===== src/rtl/mips_ctrl_pkg.sv =====
// Shared encodings for the multi-cycle MIPS control unit: FSM states, opcodes,
// ALU operation selects and the decoded instruction-class bundle.
package mips_ctrl_pkg;

  typedef enum logic [2:0] {
    ST_FETCH  = 3'd0,
    ST_DECODE = 3'd1,
    ST_EXEC   = 3'd2,
    ST_MEM    = 3'd3,
    ST_WB     = 3'd4
  } state_t;

  localparam logic [5:0] OP_R   = 6'b000000;
  localparam logic [5:0] OP_LW  = 6'b100011;
  localparam logic [5:0] OP_SW  = 6'b101011;
  localparam logic [5:0] OP_BEQ = 6'b000100;
  localparam logic [5:0] OP_ORI = 6'b001101;
  localparam logic [5:0] OP_LUI = 6'b001111;
  localparam logic [5:0] OP_J   = 6'b000010;

  localparam logic [1:0] ALU_ADD   = 2'b00;
  localparam logic [1:0] ALU_SUB   = 2'b01;
  localparam logic [1:0] ALU_FUNCT = 2'b10;
  localparam logic [1:0] ALU_OR    = 2'b11;

  typedef struct packed {
    logic r;
    logic lw;
    logic sw;
    logic beq;
    logic ori;
    logic lui;
    logic j;
    logic ill;
  } iclass_t;

endpackage


===== src/rtl/mips_main_decode.sv =====
// Combinational main decoder: latched opcode -> one-hot instruction class,
// with anything outside the supported set reported as illegal.
module mips_main_decode
  import mips_ctrl_pkg::*;
#(
  parameter int OP_W = 6
) (
  input  logic [OP_W-1:0] i_op,
  output iclass_t         o_cls
);

  // One-hot class lookup; unknown opcodes fall into the illegal class
  always_comb begin
    o_cls = '0;
    case (i_op)
      OP_W'(OP_R):   o_cls.r   = 1'b1;
      OP_W'(OP_LW):  o_cls.lw  = 1'b1;
      OP_W'(OP_SW):  o_cls.sw  = 1'b1;
      OP_W'(OP_BEQ): o_cls.beq = 1'b1;
      OP_W'(OP_ORI): o_cls.ori = 1'b1;
      OP_W'(OP_LUI): o_cls.lui = 1'b1;
      OP_W'(OP_J):   o_cls.j   = 1'b1;
      default:       o_cls.ill = 1'b1;
    endcase
  end

endmodule


===== src/rtl/mips_multicycle_ctrl.sv =====
// Multi-cycle MIPS control FSM: FETCH/DECODE/EXEC/MEM/WB sequencing, Moore
// datapath strobes with combinational ready/zero gating, retired counter.
module mips_multicycle_ctrl
  import mips_ctrl_pkg::*;
#(
  parameter int OP_W          = 6,
  parameter int CNT_W         = 32,
  parameter bit MEM_HANDSHAKE = 1'b1
) (
  input  logic             i_clk,
  input  logic             i_rst_n,
  input  logic [OP_W-1:0]  i_op_in,
  input  logic             i_mem_ready,
  input  logic             i_zero,
  output logic             o_mem_req,
  output logic             o_pc_write,
  output logic             o_ir_write,
  output logic             o_reg_dst,
  output logic             o_alu_src,
  output logic             o_mem_to_reg,
  output logic             o_reg_write,
  output logic             o_mem_read,
  output logic             o_mem_write,
  output logic             o_branch,
  output logic             o_jump,
  output logic             o_lui,
  output logic [1:0]       o_alu_op,
  output logic [2:0]       o_state,
  output logic             o_instr_done,
  output logic             o_illegal,
  output logic [CNT_W-1:0] o_retired_cnt
);

  state_t           r_state, w_state_nxt;
  logic [OP_W-1:0]  r_op;
  logic [CNT_W-1:0] r_retired_cnt;
  iclass_t          w_cls;
  logic             w_ready, w_op_load;
  logic             w_mem_req, w_pc_write, w_ir_write, w_reg_dst, w_alu_src;
  logic             w_mem_to_reg, w_reg_write, w_mem_read, w_mem_write;
  logic             w_branch, w_jump, w_lui, w_instr_done, w_illegal;
  logic [1:0]       w_alu_op;

  assign w_ready = MEM_HANDSHAKE ? i_mem_ready : 1'b1;

  mips_main_decode #(.OP_W(OP_W)) u_decode (
    .i_op  (r_op),
    .o_cls (w_cls)
  );

  // State, latched opcode and retired-instruction counter
  always_ff @(posedge i_clk or negedge i_rst_n) begin
    if (!i_rst_n) begin
      r_state       <= ST_FETCH;
      r_op          <= '0;
      r_retired_cnt <= '0;
    end else begin
      r_state <= w_state_nxt;
      if (w_op_load) begin
        r_op <= i_op_in;
      end
      if (w_instr_done) begin
        r_retired_cnt <= r_retired_cnt + CNT_W'(1);
      end
    end
  end

  // Next-state and per-state strobe generation
  always_comb begin
    w_state_nxt  = r_state;
    w_op_load    = 1'b0;
    w_mem_req    = 1'b0;
    w_pc_write   = 1'b0;
    w_ir_write   = 1'b0;
    w_reg_dst    = 1'b0;
    w_alu_src    = 1'b0;
    w_mem_to_reg = 1'b0;
    w_reg_write  = 1'b0;
    w_mem_read   = 1'b0;
    w_mem_write  = 1'b0;
    w_branch     = 1'b0;
    w_jump       = 1'b0;
    w_lui        = 1'b0;
    w_instr_done = 1'b0;
    w_illegal    = 1'b0;
    w_alu_op     = ALU_ADD;
    case (r_state)
      ST_FETCH: begin
        w_mem_req  = 1'b1;
        w_mem_read = 1'b1;
        if (w_ready) begin
          w_ir_write  = 1'b1;
          w_pc_write  = 1'b1;
          w_op_load   = 1'b1;
          w_state_nxt = ST_DECODE;
        end else begin
          w_state_nxt = ST_FETCH;
        end
      end
      ST_DECODE: begin
        if (w_cls.j) begin
          w_jump       = 1'b1;
          w_pc_write   = 1'b1;
          w_instr_done = 1'b1;
          w_state_nxt  = ST_FETCH;
        end else if (w_cls.ill) begin
          w_illegal   = 1'b1;
          w_state_nxt = ST_FETCH;
        end else begin
          w_state_nxt = ST_EXEC;
        end
      end
      ST_EXEC: begin
        w_alu_src = w_cls.lw | w_cls.sw | w_cls.ori | w_cls.lui;
        if (w_cls.r) begin
          w_alu_op = ALU_FUNCT;
        end else if (w_cls.beq) begin
          w_alu_op = ALU_SUB;
        end else if (w_cls.ori) begin
          w_alu_op = ALU_OR;
        end else begin
          w_alu_op = ALU_ADD;
        end
        if (w_cls.beq) begin
          w_branch     = i_zero;
          w_pc_write   = i_zero;
          w_instr_done = 1'b1;
          w_state_nxt  = ST_FETCH;
        end else if (w_cls.lw | w_cls.sw) begin
          w_state_nxt = ST_MEM;
        end else begin
          w_state_nxt = ST_WB;
        end
      end
      ST_MEM: begin
        w_mem_req   = 1'b1;
        w_mem_read  = w_cls.lw;
        w_mem_write = w_cls.sw;
        if (!w_ready) begin
          w_state_nxt = ST_MEM;
        end else if (w_cls.sw) begin
          w_instr_done = 1'b1;
          w_state_nxt  = ST_FETCH;
        end else begin
          w_state_nxt = ST_WB;
        end
      end
      ST_WB: begin
        w_reg_write  = 1'b1;
        w_reg_dst    = w_cls.r;
        w_mem_to_reg = w_cls.lw;
        w_lui        = w_cls.lui;
        w_instr_done = 1'b1;
        w_state_nxt  = ST_FETCH;
      end
      default: w_state_nxt = ST_FETCH;
    endcase
  end

  // Reset forces every strobe low without waiting for a clock edge
  assign o_mem_req     = i_rst_n & w_mem_req;
  assign o_pc_write    = i_rst_n & w_pc_write;
  assign o_ir_write    = i_rst_n & w_ir_write;
  assign o_reg_dst     = i_rst_n & w_reg_dst;
  assign o_alu_src     = i_rst_n & w_alu_src;
  assign o_mem_to_reg  = i_rst_n & w_mem_to_reg;
  assign o_reg_write   = i_rst_n & w_reg_write;
  assign o_mem_read    = i_rst_n & w_mem_read;
  assign o_mem_write   = i_rst_n & w_mem_write;
  assign o_branch      = i_rst_n & w_branch;
  assign o_jump        = i_rst_n & w_jump;
  assign o_lui         = i_rst_n & w_lui;
  assign o_instr_done  = i_rst_n & w_instr_done;
  assign o_illegal     = i_rst_n & w_illegal;
  assign o_alu_op      = {2{i_rst_n}} & w_alu_op;
  assign o_state       = r_state;
  assign o_retired_cnt = r_retired_cnt;

endmodule


===== config.mk =====
export PLATFORM = sky130hd
export DESIGN_NAME = mips_multicycle_ctrl
export DESIGN_NICKNAME = d
export VERILOG_FILES = /design/src/rtl/mips_ctrl_pkg.sv /design/src/rtl/mips_main_decode.sv /design/src/rtl/mips_multicycle_ctrl.sv
export SDC_FILE = /design/constraint.sdc
export NUM_CORES = 1
export LEC_CHECK = 0
export CAP_MARGIN = 20
export CORE_UTILIZATION = 35
export CTS_BUF_LIST = sky130_fd_sc_hd__clkbuf_8
export DETAILED_ROUTE_END_ITERATION = 6
export PLACE_DENSITY_LB_ADDON = 0.2
export SETUP_SLACK_MARGIN = 0.15
export SLEW_MARGIN = 0
export SYNTH_ARGS = -nofsm -noshare
export SYNTH_HDL_FRONTEND = slang
export SYNTH_SLANG_ARGS = --single-unit

===== constraint.sdc =====
create_clock -name i_clk -period 2.15 [get_ports i_clk]
set_input_delay 0.43 -clock i_clk [delete_from_list [all_inputs] [get_ports i_clk]]
set_output_delay 0.43 -clock i_clk [all_outputs]
set_load 0.01 [all_outputs]

==> reports/metrics.cfg, run 1 <==
[logic_synthesis]
avgSynthCellArea_um2=10.3
synth_xor_area_share_pct=11.5
synth_top_family_by_area=simple AND/OR/NAND/NOR gates
synth_seq_cells=41
synth_ff_type=dfrtp_1
synthAdderAreaFrac_pct=0.532
synth.distinct_cells=41
netlist_instances=229
yosys_warnings=0
yosys.area.top_type=dfrtp_1
synth_seq_area_share_pct=43.6
synth_compound_area_share_pct=15.3
muxShareOfSynthArea_pct=2.39
synthArstFlopShare_pct=100
synth_top_area_share_pct=43.6
syn-num-nets=240
netlist_area_um2=2350
synth_edf_count=0
synth-simple-area-share_pct=23.1
synth_area_leaders=dfrtp_1 (44%), xnor2_1 (12%), o2111ai_1 (4.5%)

[placed_design]
gp_congestion=0.843
portBuffers=60
dpl_worst_slack_ps=-609
dpl.hpwl_um=4410

[floorplan]
dieWidth_um=84
die_h_um=84
core_um2=6420
fp-row-count=29
ios=61
die-area_um2=7060
initial_core_util_pct=36.6

[timing]
fin_skew_ps=6.90
rsz0062_at_grt=yes
setup_viol=3
fin_ws_ps=-198
period_minus_slack_ps=2350
finalSetupTns_ps=-424
worstMarginPinSlew_ps=430
slew_viol_final=0
slew-limit-headroom_pct=71.1
hold_viol=0
period_share_pct=109
fmax_ghz=0.426

[global_routing]
grt_pass1_wl_um=11000
grt_pass1_vias=2230
globalRouteOverflowTotal=0
grt_max_degree=32
grt_usage_pct=19.5
antenna_found_initial=0

[pwr]
power_switching_share_pct=39.7
p_leak_nw=1.53
p_clk_share_pct=15.0
pwr-share-seq_pct=28.8
total_power_w=0.00360
ir_worst_vdd_uv=662
power_density_nw_per_um2=968
intPower_w=0.00217
switchingPower_w=0.00143
comb_power_share_pct=56.2

[clocking]
clk_latency_ps=290
clkTransAtPathRegs_ps=90
cts_inserted_buffers=5
cts_root_buffer=clkbuf_8
clockBufferDepth=2
clock_sinks=41
cts_tree=done
ctsHoldBuffers=0
h-tree-depth=2

[critical_path]
cp.arrival_ps=1920
crit_path_end_kind=output port
worstSetupStartpointType=flop
cpPeakStageDelay_ps=400
path_cells=or3_4 > nor4b_4 > buf_4 > o21a_4 > nor2_2 > nor2b_2 > buf_2
required_ps=1720
reg2reg_depth=7
cp_max_fo=3
crit_path_top_delay_cell=dfrtp_1
critical_path_class=reg2out

[final_layout]
syn_to_final_growth_pct=58.0
drive_above_1_share_pct=36.4
multi_input_area_um2=1470
seq_area_um2=1030
insertedDiodeCount=0
final_nets=353
fill_cells=544

[routing]
dr.first_iter.drc_count=96
wl_per_cell_um=15.9
dr.pass1.iters=6
vias=2259
wl_um=6680
drc=5
postRouteAntennaNets=0
routed_via_density=5.38

[outcome]
violations=design-rule violations, negative setup slack
status=complete, but fails checks

[run]
drv_cap=0

[worst_hold_path]
worstHoldPathType=in2async

-- power by group through the flow --
stage	clock [W]	sequential, W	combinational (W)
6_report	0.000539	0.00104	0.00202
5_1_grt	0.000586	0.00105	0.00215
4_1_cts	0.000556	0.00103	0.00169
3_5_place_dp	0	0.00105	0.00144
3_3_place_gp	0	0.00105	0.00144
2_1_floorplan	0	0.00107	0.000647
-- critical path: cells and delay by family (launching register included) --
kind / cells / cell delay [ps]
AND/OR/NAND/NOR: 4 / 810
buffers and inverters: 2 / 300
flip-flops: 1 / 400
AO/OA/AOI/OAI: 1 / 120
-- state kept, by name, summed over array words and instances, names as in the netlist --
signal / flops
r_op: 6
o_retired_cnt: 32
o_state: 3
-- cells in the final DEF (no fill, tap or decap), drive strengths merged, types with 2 or more instances in the layout --
cell type,n
inv,4
clkbuf,7
o2111ai,14
nor2b,5
nand4,5
clkinv,2
nor2,14
xnor2,31
o211ai,11
and2,5
nor4,3
and3,8
o21ai,10
nor4b,4
dlygate4sd2,2
a21oi,4
and4,7
mux2,5
nand2,10
dfrtp,41
o21a,2
a2111oi,2
nand3,10
nor3,9
nand2b,3
buf,73
clkdlybuf4s50,42
-- logic make-up (layout without fill, tap and decap cells) --
family          count (synthesis)  in the layout
fa+ha+maj                       1              1
mux                             5              5
simple gates                   88             88
xor+xnor                       31             31
flops                          41             41
buf+inv                        16            130
compound gates                 47             47
-- per-layer routing --
metal  GRT usage (%)  vias up  part of all wire [%]
met4            5.49        0                   1.5
met1            27.1     1084                    46
li1                -     1090                     -
met3            4.15       10                   4.4
met5               0        -                     0
met2            30.8       75                    48
-- final timing paths --
path / startpoint / endpoint / slack (ps)
setup / recovery: r_op[1]$_DFFE_PN0N_ / o_instr_done / -200
hold / removal: i_rst_n / o_state[1]$_DFF_PN0_ / 180
max in group asynchronous: i_rst_n / o_retired_cnt[26]$_DFFE_PN0P_ / 1590
min in group i_clk: o_retired_cnt[31]$_DFFE_PN0P_ / o_retired_cnt[31]$_DFFE_PN0P_ / 470
setup reg to reg: r_op[1]$_DFFE_PN0N_ / o_retired_cnt[26]$_DFFE_PN0P_ / 50
hold reg to reg: o_retired_cnt[31]$_DFFE_PN0P_ / o_retired_cnt[31]$_DFFE_PN0P_ / 470
-- cell usage after synthesis, types with 2 or more instances --
cell,instances
nor2_1,14
mux2_2,5
o2111ai_2,2
nor4_1,3
o211ai_1,11
a2111oi_0,2
and3_1,8
buf_6,2
nor4b_4,2
and2_1,4
nand2_1,10
nand2b_1,3
nand4_1,5
buf_2,3
dfrtp_1,41
nand3_1,10
inv_1,4
clkbuf_1,6
o2111ai_1,12
xnor2_1,31
and4_1,7
nor3_1,9
nor2b_1,5
a21oi_1,4
o21ai_0,10
-- stage by stage --
step	area, um2	util (%)	instances	hold slack, ps
3_5_place_dp	3330	51.9	396	462
2_1_floorplan	2370	-	229	134
5_1_grt	3720	57.9	420	176
3_3_place_gp	3330	51.9	396	459
4_1_cts	3550	55.3	411	158
6_report	3720	57.9	420	183
-- area by class of cell --
cell class	count	share of cell area, %
clock buffers	6	2.22
clock inverters	2	0.370
inverters	4	0.404
multi-input cells	172	39.6
flip-flops and latches	41	27.7
well taps	77	2.59
repair buffers	118	27.2
-- timing repair --
item,4_1_cts,5_1_grt
gates resized for setup,92,25
setup endpoints to repair,46,47
pin swaps,12,12
buffers inserted,7,9
(Power assumes the default switching activity.)
==> run 2: changes to the inputs <==
==> constraint.sdc (replaced) <==
create_clock -name i_clk -period 2.2 [get_ports i_clk]
set_input_delay 0.44 -clock i_clk [delete_from_list [all_inputs] [get_ports i_clk]]
set_output_delay 0.44 -clock i_clk [all_outputs]
set_load 0.01 [all_outputs]
==> run 2 against run 1 <==
The run still ends with design-rule violations, negative setup slack left; critical path type unchanged; cell area is 0.20% higher; clock power up 38%; die area unchanged; via count barely moved.
==> reports/metrics.cfg, run 2 (same netlist as run 1, synthesis figures left out) <==
[critical_path]
path_cells=or3_4 > nor4b_4 > buf_4 > buf_6 > o21a_4 > nor2_2 > nor2b_2 > buf_2
cp.arrival_ps=2000  ; +80 ps
worstSetupStartpointType=flop
crit_path_end_kind=output port
cp_max_fo=2  ; -1
crit_path_top_delay_cell=or3_4
required_ps=1760  ; +40 ps
critPathBufInv=3  ; +1
crit_family=simple AND/OR/NAND/NOR gates
critical_path_class=reg2out
cpPeakStageDelay_ps=420  ; +20 ps

[routing]
wl_um=6700  ; +0.24%
vias=2257  ; -0.089%
drc=8  ; +3
dr.first_iter.drc_count=123  ; +28%
routed_via_density=5.36  ; -0.33%
dr.pass1.iters=6  ; unchanged
postRouteAntennaNets=0  ; unchanged
wl_per_cell_um=15.9  ; about the same

[timing]
fmax_ghz=0.410
worstMarginPinSlew_ps=521  ; +91.4 ps
period_minus_slack_ps=2440
fin_ws_ps=-240  ; -42.1 ps
hold_viol=0  ; unchanged
slew-limit-headroom_pct=65.2  ; -5.9 points
fin_skew_ps=8.03  ; +1.12 ps
hold_slack_ps=460  ; +276 ps
period_share_pct=111
slew_viol_final=0  ; unchanged
setup_viol=13  ; +10
rsz0062_at_grt=yes

[placed_design]
dpl.hpwl_um=4380  ; -0.79%
portBuffers=60  ; unchanged
dpl_worst_slack_ps=-502  ; +107 ps
gp_congestion=0.807  ; -4.3%

[final_layout]
final_nets=354  ; +0.28%
syn_to_final_growth_pct=58.3
utilization_pct=58.0  ; +0.12 points
final_common_cell=buf_4
multi_input_area_um2=1420  ; -3.8%
drive_above_1_share_pct=35.8  ; -0.69 points
seq_area_um2=1030  ; unchanged
insertedDiodeCount=0  ; unchanged
most-common-layout-cells=buf_4 (45), clkdlybuf4s50_1 (42), dfrtp_1 (39)
largest_register_ff_count=32  ; unchanged
fill_cells=552  ; +1.5%

[outcome]
violations=design-rule violations, negative setup slack
status=complete, but fails checks

[global_routing]
grt_pass1_vias=2207  ; -1.0%
grt_max_degree=42  ; +31%
antenna_found_initial=0  ; unchanged
grt_usage_pct=19.2  ; -0.36 points
grt_pass1_wl_um=10800  ; -2.1%
globalRouteOverflowTotal=0  ; unchanged

[pwr]
power_density_nw_per_um2=990  ; +2.3%
ir_worst_vdd_uv=606  ; -8.5%
total_power_w=0.00369  ; +2.5%
p_leak_nw=1.54  ; +0.52%

[floorplan]
initial_core_util_pct=36.6  ; unchanged
dieWidth_um=84  ; unchanged
fp-row-count=29  ; unchanged
die-area_um2=7060  ; unchanged
core_um2=6420  ; unchanged
ios=61  ; unchanged
die_h_um=84  ; unchanged

[clocking]
cts_root_buffer=clkbuf_8
clk_latency_ps=300  ; about the same
clkTransAtPathRegs_ps=90  ; about the same
ctsHoldBuffers=0  ; unchanged
cts_inserted_buffers=5  ; unchanged
clockBufferDepth=2  ; unchanged
h-tree-depth=2  ; unchanged
cts_tree=done
clock_sinks=41  ; unchanged

[worst_hold_path]
worstHoldPathType=in2async

[run]
drv_cap=0  ; unchanged

## run 2: area by class of cell
| type | count | area share, % |
|---|---|---|
| sequential | 41 | 27.6 |
| clock buffer | 5 | 1.85 |
| multi-input combinational | 172 | 38.0 |
| clock inverter | 3 | 1.85 |
| inverter | 4 | 0.403 |
| timing repair buffer | 119 | 27.7 |
| tap | 77 | 2.59 |
## run 2: per-layer routing
metal	global-route usage (%)	part of all wire (%)	vias up
met5	0	0	-
met4	5.64	1.3	0
met3	3.36	3.4	9
met2	31.7	48	57
met1	25.7	47	1099
li1	-	-	1092
## run 2: metrics by stage
stage                     instances  setup TNS, ps  instance area (um2)
after floorplan                 229              0                 2370
after global placement          394          -4850                 3300
after detailed placement        394          -5780                 3300
after CTS                       414           -681                 3570
after global routing            421          -3830                 3730
final                           421          -1060                 3730
## run 2: path summary, 6_finish.rpt
path | start | endpoint | slack (ps) | cells past startpoint
min | i_rst_n | o_retired_cnt[20]$_DFFE_PN0P_ | 460 | 3
max | r_op[5]$_DFFE_PN0N_ | o_instr_done | -240 | 8
max reg2reg | r_op[2]$_DFFE_PN0N_ | o_state[1]$_DFF_PN0_ | -20 | 9
min reg2reg | o_retired_cnt[31]$_DFFE_PN0P_ | o_retired_cnt[31]$_DFFE_PN0P_ | 480 | 1
max in group asynchronous | i_rst_n | o_state[1]$_DFF_PN0_ | 1360 | 3
min in group i_clk | o_retired_cnt[31]$_DFFE_PN0P_ | o_retired_cnt[31]$_DFFE_PN0P_ | 480 | 1
## run 2: timing repair
item | CTS | global route
buffers inserted | 12 | 7
pin swaps | 12 | 9
endpoints found under the setup margin | 46 | 46
resized for setup | 85 | 26
## run 2: power by group
part           total (W)  internal, W  switching, W
combinational    0.00193      0.00100      0.000931
sequential       0.00101     0.000873      0.000141
clock           0.000744     0.000457      0.000287
## run 2: worst reg2reg max path, delay by kind of cell (launching register included)
| kind | cells | cell delay [ps] |
|---|---|---|
| compound gates | 3 | 620 |
| buf+inv | 5 | 630 |
| flops | 1 | 410 |
| simple gates | 1 | 480 |
